`config.mk`:
```
export PLATFORM = sky130hd
export DESIGN_NAME = cc_cond_unit
export DESIGN_NICKNAME = d
export VERILOG_FILES = /design/src/rtl/cc_cond_unit.sv
export SDC_FILE = /design/constraint.sdc
export NUM_CORES = 1
export LEC_CHECK = 0
export ABC_AREA = 1
export BUFFER_PORTS_ARGS = -buffer_cell sky130_fd_sc_hd__buf_2
export CELL_PAD_IN_SITES_DETAIL_PLACEMENT = 0
export CELL_PAD_IN_SITES_GLOBAL_PLACEMENT = 1
export CORE_UTILIZATION = 27
export CTS_CLUSTER_SIZE = 10
export DETAILED_ROUTE_END_ITERATION = 12
export PLACE_DENSITY_LB_ADDON = 0.2
export SLEW_MARGIN = 40
export SYNTH_ARGS = -nofsm -noshare
export SYNTH_HDL_FRONTEND = slang
export SYNTH_SLANG_ARGS = --single-unit
```
`constraint.sdc`:
```
create_clock -name clk -period 1.99 [get_ports clk]
set_clock_uncertainty 0.15 [all_clocks]
set_input_delay 0.398 -clock clk [delete_from_list [all_inputs] [get_ports clk]]
set_output_delay 0.398 -clock clk [all_outputs]
set_load 0.02 [all_outputs]
```
`src/rtl/cc_cond_unit.sv`:
```
// cc_cond_unit
// ----------------------------------------------------------------------------
// Execute-stage consumer of the ALU condition code. Holds the architectural
// CC register and evaluates jXX/cmovXX conditions against the stored flags.
// It also registers Cnd, the branch-mispredict flag and valid into the E->M
// pipeline boundary, under stall/bubble control.
//
// Ports:
//   clk          rising-edge clock
//   rst_n        asynchronous active-low reset
//   e_valid      E stage holds a real instruction (0 = bubble)
//   e_set_cc     E instruction is an OPq; load CC from the ALU
//   e_is_jxx     E instruction is a conditional jump
//   e_is_cmov    E instruction is a cmovXX/rrmovq
//   e_ifun       condition selector
//   alu_cc       flags produced by the ALU this cycle
//   m_exc        instruction in M has an exception
//   w_exc        instruction in W has an exception
//   m_stall      hold the E->M register
//   m_bubble     load the E->M register with a bubble
//   cc_q         current architectural CC (ZF=0, SF=1, OF=2, CF=3)
//   e_cnd        combinational condition result for the E instruction
//   m_cnd        registered Cnd, E->M
//   m_mispredict registered: jXX predicted taken but not taken
//   m_valid      registered valid, E->M
// ----------------------------------------------------------------------------
module cc_cond_unit #(
    parameter int              CC_W   = 4,
    parameter int              IFUN_W = 4,
    parameter logic [CC_W-1:0] CC_RST = 4'b0001
) (
    input  logic              clk,
    input  logic              rst_n,
    input  logic              e_valid,
    input  logic              e_set_cc,
    input  logic              e_is_jxx,
    input  logic              e_is_cmov,
    input  logic [IFUN_W-1:0] e_ifun,
    input  logic [CC_W-1:0]   alu_cc,
    input  logic              m_exc,
    input  logic              w_exc,
    input  logic              m_stall,
    input  logic              m_bubble,
    output logic [CC_W-1:0]   cc_q,
    output logic              e_cnd,
    output logic              m_cnd,
    output logic              m_mispredict,
    output logic              m_valid
);

    localparam int ZF_BIT = 0;
    localparam int SF_BIT = 1;
    localparam int OF_BIT = 2;
    localparam int CF_BIT = 3;

    localparam logic [IFUN_W-1:0] C_ALWAYS = IFUN_W'(0);
    localparam logic [IFUN_W-1:0] C_LE     = IFUN_W'(1);
    localparam logic [IFUN_W-1:0] C_L      = IFUN_W'(2);
    localparam logic [IFUN_W-1:0] C_E      = IFUN_W'(3);
    localparam logic [IFUN_W-1:0] C_NE     = IFUN_W'(4);
    localparam logic [IFUN_W-1:0] C_GE     = IFUN_W'(5);
    localparam logic [IFUN_W-1:0] C_G      = IFUN_W'(6);
    localparam logic [IFUN_W-1:0] C_B      = IFUN_W'(7);
    localparam logic [IFUN_W-1:0] C_AE     = IFUN_W'(8);
    localparam logic [IFUN_W-1:0] C_A      = IFUN_W'(9);
    localparam logic [IFUN_W-1:0] C_BE     = IFUN_W'(10);

    logic zf;
    logic sf;
    logic of;
    logic cf;
    logic sxo;
    logic cond_raw;
    logic cc_load;
    logic mispredict_d;

    assign zf  = cc_q[ZF_BIT];
    assign sf  = cc_q[SF_BIT];
    assign of  = cc_q[OF_BIT];
    assign cf  = cc_q[CF_BIT];
    assign sxo = sf ^ of;

    // Decode the selected condition against the stored flags only. The ALU
    // flags of the current cycle are deliberately not looked at: an OPq
    // followed by a jXX sees the OPq result one cycle later through cc_q,
    // so no forwarding path is needed. Unused selectors evaluate false.
    always_comb begin
        cond_raw = 1'b0;
        case (e_ifun)
            C_ALWAYS: cond_raw = 1'b1;
            C_LE:     cond_raw = sxo | zf;
            C_L:      cond_raw = sxo;
            C_E:      cond_raw = zf;
            C_NE:     cond_raw = ~zf;
            C_GE:     cond_raw = ~sxo;
            C_G:      cond_raw = ~sxo & ~zf;
            C_B:      cond_raw = cf;
            C_AE:     cond_raw = ~cf;
            C_A:      cond_raw = ~cf & ~zf;
            C_BE:     cond_raw = cf | zf;
            default:  cond_raw = 1'b0;
        endcase
    end

    // Cnd is only meaningful for a real jXX or cmov. When both type bits are
    // set the instruction is treated as a jXX, which only matters for the
    // mispredict flag since the condition itself is shared.
    assign e_cnd        = e_valid & (e_is_jxx | e_is_cmov) & cond_raw;
    assign mispredict_d = e_valid & e_is_jxx & ~e_cnd;

    // An exception further down the pipe means the E instruction is younger
    // and must not change architectural state. A stall also blocks the load
    // so the same OPq is not half-committed. A bubble into M does not block
    // it: the E instruction still executes.
    assign cc_load = e_valid & e_set_cc & ~m_exc & ~w_exc & ~m_stall;

    // Architectural condition-code register.
    always_ff @(posedge clk or negedge rst_n) begin
        if (!rst_n) begin
            cc_q <= CC_RST;
        end else if (cc_load) begin
            cc_q <= alu_cc;
        end
    end

    // E->M pipeline register. Stall has priority over bubble so that a stall
    // and a bubble requested together keep the current contents.
    always_ff @(posedge clk or negedge rst_n) begin
        if (!rst_n) begin
            m_valid      <= 1'b0;
            m_cnd        <= 1'b0;
            m_mispredict <= 1'b0;
        end else if (m_stall) begin
            m_valid      <= m_valid;
            m_cnd        <= m_cnd;
            m_mispredict <= m_mispredict;
        end else if (m_bubble) begin
            m_valid      <= 1'b0;
            m_cnd        <= 1'b0;
            m_mispredict <= 1'b0;
        end else begin
            m_valid      <= e_valid;
            m_cnd        <= e_cnd;
            m_mispredict <= mispredict_d;
        end
    end

endmodule

```
Word level (Yosys, flattened, before mapping)
Cells that the tools add are included.
{ "word_totals": {"word_cells": 40, "output_inout_bits": 8, "reg_bits": 7, "inputBits": 18} }
{ "op_classes": {"n_reduce_logical": 1, "mux": 4, "bitwise_logic": 21, "n_eq_ne": 10} }
{ "op_table": {"columns": ["op", "count"], "rows": [
  ["4-bit by 3-bit equality test with 1-bit output, second input constant", 4],
  ["4-bit equality test, second input constant", 3],
  ["1-bit one-hot mux with 11 select lines", 1],
  ["1-bit AND", 10],
  ["4-bit by 2-bit equality test with 1-bit output, second input constant", 2],
  ["1-bit NOT", 7],
  ["4-bit by 1-bit equality test with 1-bit output, second input constant", 1],
  ["4-bit logical NOT", 1],
  ["1-bit two-way mux", 3],
  ["1-bit OR", 3],
  ["1-bit XOR", 1]
]} }

Longest topological paths before layout
{ "depth": {"depth_word": 8, "mapped_depth": 10, "mapped_depth_nobuf": 10} }

Worst setup path before layout
No wires, ideal clock.
{ "synth_path": {"path_type": "register -> output", "start": "reg cc_q[0]", "end": "out e_cnd", "n_path_buf": 0, "slack_ns": 0.298, "t_required_ns": 1.442, "path_stages_with_launch": 6, "arrival_time_ns": 1.144, "cell_sequence": "dfstp_2 nand3b_1 nand3_1 nand2_1 nand3_2 nor2_2"} }
{ "synth_between": {"elab_chain_len": 4, "word_cells_on_any_way": 7, "classes_between": "mux: 1; bitwise: 6"} }
{ "synth_rtl": {"columns": ["element", "line_no", "rtl"], "rows": [
  ["start: declaration", "44", "output logic [CC_W-1:0] cc_q,"],
  ["start signal: assignment", "122", "cc_q <= alu_cc;"],
  ["1-bit NOT", "94, 96, 99", null],
  ["1-bit AND (on tied branches)", "99, 96", null],
  ["1-bit one-hot mux with 11 select lines (*)", "89", "case (e_ifun)"],
  ["1-bit AND (*)", "108", "assign e_cnd = e_valid & (e_is_jxx | e_is_cmov) & cond_raw;"],
  ["end: declaration", "45", "output logic e_cnd,"]
]} }
Mark *: on every way between the ends. The rest lies on a longest branch, timed or not.

Worst setup path after layout
Ends and elaborated chain as after synthesis.

==> out/qor.csv <==
stage,metric,value,unit
outcome,result_of_the_run,completed,
hold_path,hold_path.class,in -> reg,
timing,timing.final.crit_period,1950,ps
yosys,netlist_instances,59,
routing,routed_via_density,4.25,
global_route,grt_start_max_net_pins,8,
timing,grt_setup_unrepaired,yes,
global_route,grt_antenna_before_repair,0,
timing,worst_slew_margin_rel,77.8,%
setup_path,rr_endpoint,m_cnd$_DFFE_PN0N_,
yosys,synth_cell_types,16,
hold_path,worstHoldStart,alu_cc[0],
floorplan,top_level_pins,26,
global_route,global_routing_s_busiest_layer,met1,
global_route,grtUsageMet2,16.4,%
routing,antenna_violating_nets_post_route,0,
setup_path,critical_path_required,1440,ps
global_route,first_global_vias,314,
yosys,synth_area_leader_cell,sky130_fd_sc_hd__dfrtp_1,
timing,fin_tns_setup,0,ps
cells_and_area,antenna_cells_inserted,0,
setup_path,cp_max_fo,5,
routing,drtPass1Iterations,2,
global_route,global_route_wire_length_before_repair,1300,um
clocking,clk_pin_slew_worst_paths,50,ps
timing,drv_slew,0,
power_and_ir_drop,finalPower,481,uW
yosys,synthesis.nets,77,
setup_path,worstPathArrival,1400,ps
power_and_ir_drop,powerDensity,777,mW/mm^2
global_route,overflow,0,
clocking,tritoncts,built,
setup_path,type_of_the_worst_setup_path,reg -> out,
yosys,ys_seq_elements,7,
setup_path,start_kind,flop,
cells_and_area,final_layout_size_suffix_gt1_share,39.6,%
cells_and_area,postLayoutCellArea,619,um^2
place,placedCellCount,99,
place,place.detailed.hpwl,792,um
power_and_ir_drop,peak_vdd_ir,0.293,mV
routing,wl_per_cell,9.36,um
clocking,cts-buffers-inserted,3,
timing,min_period_over_period,98.0,%
routing,1st_iter_drt_viols,1,
global_route,grtUsageTotal,12.5,%
yosys,post_synth.cell_area_avg,7.00,um^2
flow_run,cap_violations,0,
yosys,synth.yosys.seq_area_share,42.7,%
timing,worst_slew_pin_slew,330,ps
place,finalWeightedCongestion,0.653,
floorplan,design.core.area,0.00137,mm^2
place,port_buffers,25,
routing,drc,0,
cells_and_area,final_core_util,45.3,%
setup_path,timing.reg2reg.worst_path_depth,9,
setup_path,cp-startpoint,cc_q[0]$_DFFE_PN1P_,
yosys,synthDominantCellAreaShare,36.4,%
setup_path,critPathCapture,e_cnd,
setup_path,endpoint_kind,output pin,
floorplan,rows,13,
cells_and_area,layout.nets,110,
floorplan,die_height,41.1,um
clocking,htree_levels,1,
global_route,grtUsageMet3,1.63,%
yosys,synthesized_area,413,um^2
clocking,clock_sinks,7,
setup_path,r2r_slack,620,ps
place,dpl-instance-area,557,um^2
routing,wirelength,992,um
floorplan,start_util,30.2,%
cells_and_area,top_library_cells_by_usage_in_the_layout_fill_and_taps_aside,"sky130_fd_sc_hd__buf_2 (24), sky130_fd_sc_hd__nand2_1 (20), sky130_fd_sc_hd__nor2_1 (11), sky130_fd_sc_hd__dfrtp_1 (6), sky130_fd_sc_hd__inv_1 (5)",
floorplan,total_die_area,0.00169,mm^2
yosys,yosys_warnings,0,
yosys,synth.area.top_cells,"sky130_fd_sc_hd__dfrtp_1 (36%), sky130_fd_sc_hd__nand2_1 (18%), sky130_fd_sc_hd__nor2_1 (10%)",
floorplan,die_x,41.1,um
timing,finalHoldViolCount,0,
cells_and_area,finish.cell_count_without_fillers,106,
clocking,root_buffer,sky130_fd_sc_hd__clkbuf_4,
global_route,grt_util_met1,18.1,%
cells_and_area,final_common_cell,sky130_fd_sc_hd__buf_2,
timing,max_clock_freq,513,MHz
setup_path,r2r-start,cc_q[2]$_DFFE_PN0P_,
cells_and_area,synthToLayoutAreaGrowth,50.0,%
routing,route.vias.total,450,
clocking,clockBufferDepth,2,
timing,setup-violations-final,0,
power_and_ir_drop,total_leakage_power,0.000360,uW
clocking,worstSkewPairLatency,240,ps
-- final cells by class --
type / count / area (um^2)
clock buffers: 4 / 26.3
inverters: 6 / 22.5
flip-flops and latches: 7 / 176
repair buffers: 28 / 156
multi-input cells: 46 / 219
well taps: 15 / 18.8
fillers: 147 / 747
-- worst max-delay path, stage by stage (launching register included) --
cell and delay (ps):
sky130_fd_sc_hd__dfstp_2 570, sky130_fd_sc_hd__nand3b_1 120, sky130_fd_sc_hd__nand3_1 70, sky130_fd_sc_hd__nand2_1 70, sky130_fd_sc_hd__nand3_2 100, sky130_fd_sc_hd__nor2_4 100, sky130_fd_sc_hd__buf_6 120
-- cell usage after synthesis --
library cell	number
sky130_fd_sc_hd__nor2_1	11
sky130_fd_sc_hd__nand2_1	20
sky130_fd_sc_hd__inv_2	1
sky130_fd_sc_hd__nand3_2	1
sky130_fd_sc_hd__dfstp_2	1
sky130_fd_sc_hd__nand3_1	2
sky130_fd_sc_hd__nor3_1	1
sky130_fd_sc_hd__inv_1	5
sky130_fd_sc_hd__o21ai_0	1
sky130_fd_sc_hd__mux2_2	1
sky130_fd_sc_hd__dfrtp_1	6
sky130_fd_sc_hd__xnor2_1	1
sky130_fd_sc_hd__nor2_2	1
sky130_fd_sc_hd__a21oi_1	4
sky130_fd_sc_hd__nand3b_1	2
sky130_fd_sc_hd__nand2_2	1
-- metal layers --
| layer | vias to the layer above | routed length [um] |
|---|---|---|
| met5 | - | 0 |
| met1 | 189 | 486 |
| met4 | 0 | 6 |
| li1 | 248 | - |
| met3 | 2 | 44 |
| met2 | 11 | 454 |
-- metrics by stage --
stage | worst slack, ps | hold slack, ps
after floorplan | 298 | -47.6
after global placement | 200 | 85.9
after detailed placement | 205 | 85.7
after CTS | 8.13 | 228
after global routing | -68.0 | 235
final | 40.4 | 238
-- kinds of logic after synthesis --
kind of cell | after synthesis | share of synthesized area, %
multiplexers | 1 | 2.73
AND/OR/NAND/NOR | 39 | 40.9
XOR/XNOR | 1 | 2.12
buffers and inverters | 6 | 5.45
flip-flops | 7 | 42.7
AO/OA/AOI/OAI | 5 | 6.06
-- power by group --
group | internal (uW) | switching (uW) | total [uW] | leakage [uW]
registers | 167 | 20.3 | 187 | 0.0000824
logic | 73.5 | 93.4 | 167 | 0.000262
clock network | 76.4 | 50.3 | 127 | 0.0000150
-- state kept, by name (all words and copies together) (netlist names) --
signal / flops
m_mispredict: 1
cc_q: 4
m_valid: 1
m_cnd: 1
-- how the worst min path moves through the flow --
stage	slack (ps)	to	depth (start not counted)
finish	240	cc_q[0]$_DFFE_PN1P_	2
global route	240	cc_q[0]$_DFFE_PN1P_	2
CTS	230	cc_q[0]$_DFFE_PN1P_	2
detailed placement	90	m_valid$_DFFE_PN0N_	1
global placement	90	m_valid$_DFFE_PN0N_	1
floorplan	-50	cc_q[1]$_DFFE_PN0P_	0
-- what timing repair did --
action / 4_1_cts / 5_1_grt
hold buffers: 1 / 0
endpoints found under the hold margin: 6 / 0
gates resized for setup: 0 / 3
endpoints found under the setup margin: 0 / 1
buffers inserted: 0 / 2
(Power assumes the default switching activity.)
